<file path="config.mk">
export PLATFORM = sky130hd
export DESIGN_NAME = ls161_timer_ctrl
export DESIGN_NICKNAME = d
export VERILOG_FILES = /design/src/rtl/ls161_timer_pkg.sv /design/src/rtl/ls161_timer_repcnt.sv /design/src/rtl/ls161_timer_ctrl.sv
export SDC_FILE = /design/constraint.sdc
export NUM_CORES = 1
export LEC_CHECK = 0
export CORE_AREA = 2 2 55 57
export DETAILED_ROUTE_END_ITERATION = 10
export DIE_AREA = 0 0 57 59
export PLACE_DENSITY = 0.72
export SETUP_SLACK_MARGIN = 0.05
export SLEW_MARGIN = 10
export SYNTH_ARGS = -nofsm -noshare
export SYNTH_HDL_FRONTEND = slang
export SYNTH_SLANG_ARGS = --single-unit
</file>
<file path="constraint.sdc">
create_clock -name CLK -period 2 [get_ports CLK]
set_input_delay 0.5 -clock CLK [delete_from_list [all_inputs] [get_ports CLK]]
set_output_delay 0.5 -clock CLK [all_outputs]
set_load 0.01 [all_outputs]
</file>
<file path="src/rtl/ls161_timer_pkg.sv">
// rtl/ls161_timer_pkg.sv - shared types and default widths for the LS161 chain timer controller
package ls161_timer_pkg;

    localparam int STAGE_W      = 4;
    localparam int DEF_STAGES   = 2;
    localparam int DEF_REPEAT_W = 8;

    typedef enum logic [1:0] {
        IDLE,
        LOAD,
        RUN,
        DONE
    } state_t;

endpackage

</file>
<file path="src/rtl/ls161_timer_repcnt.sv">
// rtl/ls161_timer_repcnt.sv - remaining-period down-counter with load, decrement and zero flag
module ls161_timer_repcnt #(
    parameter int W = 8
) (
    input  logic         CLK,
    input  logic         CLR_n,
    input  logic         load,
    input  logic [W-1:0] load_val,
    input  logic         dec,
    output logic [W-1:0] count,
    output logic         is_zero
);

    always_ff @(posedge CLK or negedge CLR_n) begin
        if (!CLR_n) begin
            count <= '0;
        end else if (load) begin
            count <= load_val;
        end else if (dec && (count != '0)) begin
            count <= count - 1'b1;
        end
    end

    assign is_zero = (count == '0);

endmodule

</file>
<file path="src/rtl/ls161_timer_ctrl.sv">
// rtl/ls161_timer_ctrl.sv - command-driven sequencer for a cascade of LS161-style counters
// Optional pause input is built in when LS161_TIMER_PAUSE_EN is defined.
module ls161_timer_ctrl
    import ls161_timer_pkg::*;
#(
    parameter int STAGES   = DEF_STAGES,
    parameter int REPEAT_W = DEF_REPEAT_W
) (
    input  logic                        CLK,
    input  logic                        CLR_n,
    input  logic                        cmd_valid,
    output logic                        cmd_ready,
    input  logic [STAGE_W*STAGES-1:0]   cmd_preset,
    input  logic [REPEAT_W-1:0]         cmd_repeat,
    input  logic                        cmd_periodic,
    input  logic                        stop,
`ifdef LS161_TIMER_PAUSE_EN
    input  logic                        pause,
`endif
    input  logic                        cnt_rco,
    output logic                        cnt_load_n,
    output logic                        cnt_enp,
    output logic                        cnt_ent,
    output logic [STAGE_W*STAGES-1:0]   cnt_d,
    output logic                        tick,
    output logic                        done,
    output logic                        busy
);

    localparam int N = STAGE_W * STAGES;

    state_t              state;
    state_t              state_n;
    logic [N-1:0]        preset_q;
    logic                periodic_q;
    logic                tick_q;
    logic                done_q;
    logic [REPEAT_W-1:0] rep_count;
    logic                rep_zero;
    logic                accept;
    logic                hold;
    logic                last;
    logic                tc_live;

`ifdef LS161_TIMER_PAUSE_EN
    assign hold = pause;
`else
    assign hold = 1'b0;
`endif

    assign cmd_ready = (state == IDLE);
    assign accept    = cmd_valid & cmd_ready;
    assign last      = ~periodic_q & rep_zero;
    // A terminal count only counts when neither stop nor pause is masking it.
    assign tc_live   = (state == RUN) & cnt_rco & ~stop & ~hold;

    ls161_timer_repcnt #(
        .W (REPEAT_W)
    ) u_repcnt (
        .CLK      (CLK),
        .CLR_n    (CLR_n),
        .load     (accept),
        .load_val (cmd_periodic ? '0 : cmd_repeat),
        .dec      (tc_live & ~last & ~periodic_q),
        .count    (rep_count),
        .is_zero  (rep_zero)
    );

    always_ff @(posedge CLK or negedge CLR_n) begin
        if (!CLR_n) begin
            state      <= IDLE;
            preset_q   <= '0;
            periodic_q <= 1'b0;
            tick_q     <= 1'b0;
            done_q     <= 1'b0;
        end else begin
            state  <= state_n;
            tick_q <= tc_live;
            done_q <= tc_live & last;
            if (accept) begin
                preset_q   <= cmd_preset;
                periodic_q <= cmd_periodic;
            end
        end
    end

    // ENT is a pure function of state so cnt_rco never feeds back into it.
    always_comb begin
        state_n    = state;
        cnt_load_n = 1'b1;
        cnt_enp    = 1'b0;
        cnt_ent    = 1'b0;
        case (state)
            IDLE: begin
                if (accept) state_n = LOAD;
            end
            LOAD: begin
                cnt_load_n = 1'b0;
                state_n    = stop ? IDLE : RUN;
            end
            RUN: begin
                cnt_ent = 1'b1;
                if (stop) begin
                    state_n = IDLE;
                end else if (!hold) begin
                    cnt_load_n = ~(cnt_rco & ~last);
                    cnt_enp    = ~(cnt_rco & last);
                    if (cnt_rco && last) state_n = DONE;
                end
            end
            DONE: begin
                state_n = IDLE;
            end
            default: begin
                state_n = IDLE;
            end
        endcase
    end

    assign cnt_d = preset_q;
    assign tick  = tick_q;
    assign done  = done_q;
    assign busy  = (state != IDLE);

endmodule

</file>
==> results.toml <==
[run_status]
status = "finished, violations left"
violations = "negative setup slack"

[critical_path]
arrival_ps = 2020
critPathKind = "reg2out"
critical_path.cell_chain = "inv_2 -> ha_4 -> or4b_4 -> or3_4 -> a21oi_4 -> buf_6"
r2r_start = "u_repcnt.count[1]"
required_ps = 1500
endpoint_kind = "output pin"
r2r_slack_ps = 30
startpoint_type = "register"
reg2reg_to = "u_repcnt.count[3]"
r2r_cells = 8
path_max_fanout = 2
cp_slowest_cell = "or4b_4"
slowest_delay_ps = 460
crit_end = "cnt_load_n"
startpoint = "u_repcnt.count[1]"

[cts]
clkTransAtPathRegs_ps = 120
root_buffer = "clkbuf_4"
cts.sinks = 21
cts.htree.levels = 1
cts_tree = "done"
cts_max_path_buffers = 2
cts_buffers = 3
clock_latency_ps = 310

[finish]
multi_input_area_um2 = 572
area_growth_pct = 63.3
diodes = 0
layout-drive-gt1-share_pct = 26.1
fin_area_mm2 = 0.00175
fillCellCount = 241
fin_nets = 205
seq_area_um2 = 527
fin_cells = 211

[run]
maxCapViolCount = 0

[logic_synthesis]
syn_nets = 140
synth_edf_count = 0
syn_inst = 116
ys_seq_area_share_pct = 49.1
async_reset_ff_share_pct = 100
synth_seq_cells = 21
syn-cell-area_mm2 = 0.00107
ys_top_cells_by_area = "dfrtp_1, nand2_1, a21oi_1"
yosysMostFrequentCell = "nand2_1"
synth_top_area_share_pct = 49.1
synth_ff_type = "dfrtp_1"
synth_commonest_cells = "nand2_1, dfrtp_1, a21oi_1"
synth_area_leader_cell = "dfrtp_1"
synth.distinct_cells = 36
syn_avg_cell_area_um2 = 9.22
ys_warn_count = 0

[pwr]
p_leak_uw = 0.000798
max-vdd-ir-drop_uv = 555
power_density_mw_per_mm2 = 801

[timing]
timing.final.crit_share_pct = 126
fmax_mhz = 397
worst_slack_ps = -521
hold_violations = 0
fin_skew_ps = 4.11
hold-worst-slack_ps = 489
worstMarginPinSlew_ps = 553
tns_ps = -982
relSlewSlack_pct = 62.9
setup_viol_count_final = 2
slew_viol_final = 0
rsz0062_at_grt = "true"
fin_crit_ps = 2520

[hold_path]
hold_class = "reg2reg"

[placement]
hpwl_um = 2100
gp_congestion = 0.778
placed_cells = 199
placed_area_mm2 = 0.00161
port_buffers = 36

[routing]
routed_via_density = 5.26
drcViolationCount = 0
drt-pass1-iter-count = 4
vias = 1110
drt_wl_total_um = 3030
antenna_left = 0
wl_per_cell_um = 14.4
drtIter0Drc = 22

[global_route]
grt_pass1_vias = 1154
grt-ovfl-total = 0
grt_max_degree = 22
antenna_found_initial = 0
grt_pass1_wl_um = 5050
grt_util_all_layers_pct = 19.2

[floorplan]
num_rows = 19
die_w_um = 57
io_pins = 37
core-area_mm2 = 0.00271
start_util_pct = 39.5
fp.dieH_um = 59
dieArea_mm2 = 0.00336
==> critical path: cells and delay by family (launching register included) <==
kind | cells | cell delay (ps)
AOI/OAI and AO/OA | 1 | 130
buffers and inverters | 2 | 200
DFF | 1 | 420
adders and majority gates | 1 | 140
and+or+nand+nor | 2 | 820
==> per-layer routing <==
| metal | vias to the layer above | track usage [%] | wire (um) |
|---|---|---|---|
| li1 | 531 | - | - |
| met1 | 520 | 22.8 | 1280 |
| met2 | 52 | 34.0 | 1480 |
| met3 | 7 | 4.37 | 218 |
| met4 | 0 | 7.31 | 51 |
| met5 | - | 0 | 0 |
==> sequential cells by signal (all words and copies together) (netlist names) <==
register	flops
cnt_d	8
done	1
periodic_q	1
state	2
tick	1
u_repcnt.count	8
==> cells in the final DEF, fill, tap and decap left out, drive strengths merged, types with 3 or more instances in the layout <==
cell type and instances:
buf 29, o21ai 3, dfrtp 21, clkdlybuf4s50 31
inv 5, nand3 3, clkbuf 3, nand2 29
xor2 3, nor3 4, nor2 5, a21oi 12
==> per-stage QoR <==
step                      total power, uW  setup slack, ps  util (%)
after global routing                 1490             -581      64.5
after global placement               1090             -632      59.6
after floorplan                       809             -136         -
after detailed placement             1110             -667      59.6
final                                1400             -521      64.5
after CTS                            1370             -562      62.8
==> worst min path at each step <==
| stage | from | end | slack (ps) | cells past startpoint |
|---|---|---|---|---|
| after floorplan | CLR_n | cnt_d[0] | 200 | 0 |
| after global placement | cnt_d[3] | cnt_d[3] | 460 | 2 |
| after detailed placement | cnt_d[0] | cnt_d[0] | 470 | 2 |
| after CTS | cnt_d[2] | cnt_d[2] | 500 | 2 |
| after global routing | cnt_d[0] | cnt_d[0] | 520 | 2 |
| final | cnt_d[2] | cnt_d[2] | 490 | 2 |
==> cell families (layout without fill, tap and decap cells) <==
| group | Yosys count | count (layout) | synth area share (%) |
|---|---|---|---|
| AND/OR/NAND/NOR | 56 | 56 | 26.9 |
| buffers and inverters | 9 | 73 | 3.16 |
| flip-flops | 21 | 21 | 49.1 |
| adder cells (fa/ha/maj) | 2 | 2 | 2.34 |
| AO/OA/AOI/OAI | 22 | 22 | 13.2 |
| multiplexers | 2 | 2 | 1.99 |
| XOR/XNOR | 4 | 4 | 3.28 |
==> power by group <==
part,leakage (uW),internal [uW],switching [uW]
logic,0.000520,334,284
registers,0.000260,507,61.4
clock network,0.0000177,74.7,137
==> what timing repair did <==
action                                  4_1_cts  5_1_grt
gates resized for setup                      18        5
gates cloned                                  0        0
pin swaps                                     5        2
buffers inserted                              6        2
hold buffers                                  0        0
endpoints found under the setup margin        5        5
==> final cells by class <==
| class | instances | share of cell area [%] |
|---|---|---|
| inverter | 6 | 1.29 |
| clock inverter | 1 | 0.287 |
| multi-input combinational | 86 | 32.7 |
| tap | 31 | 2.22 |
| sequential | 21 | 30.2 |
| clock buffer | 3 | 1.29 |
| timing repair buffer | 63 | 32.0 |
Note: power is estimated with default switching activity, not from simulation.
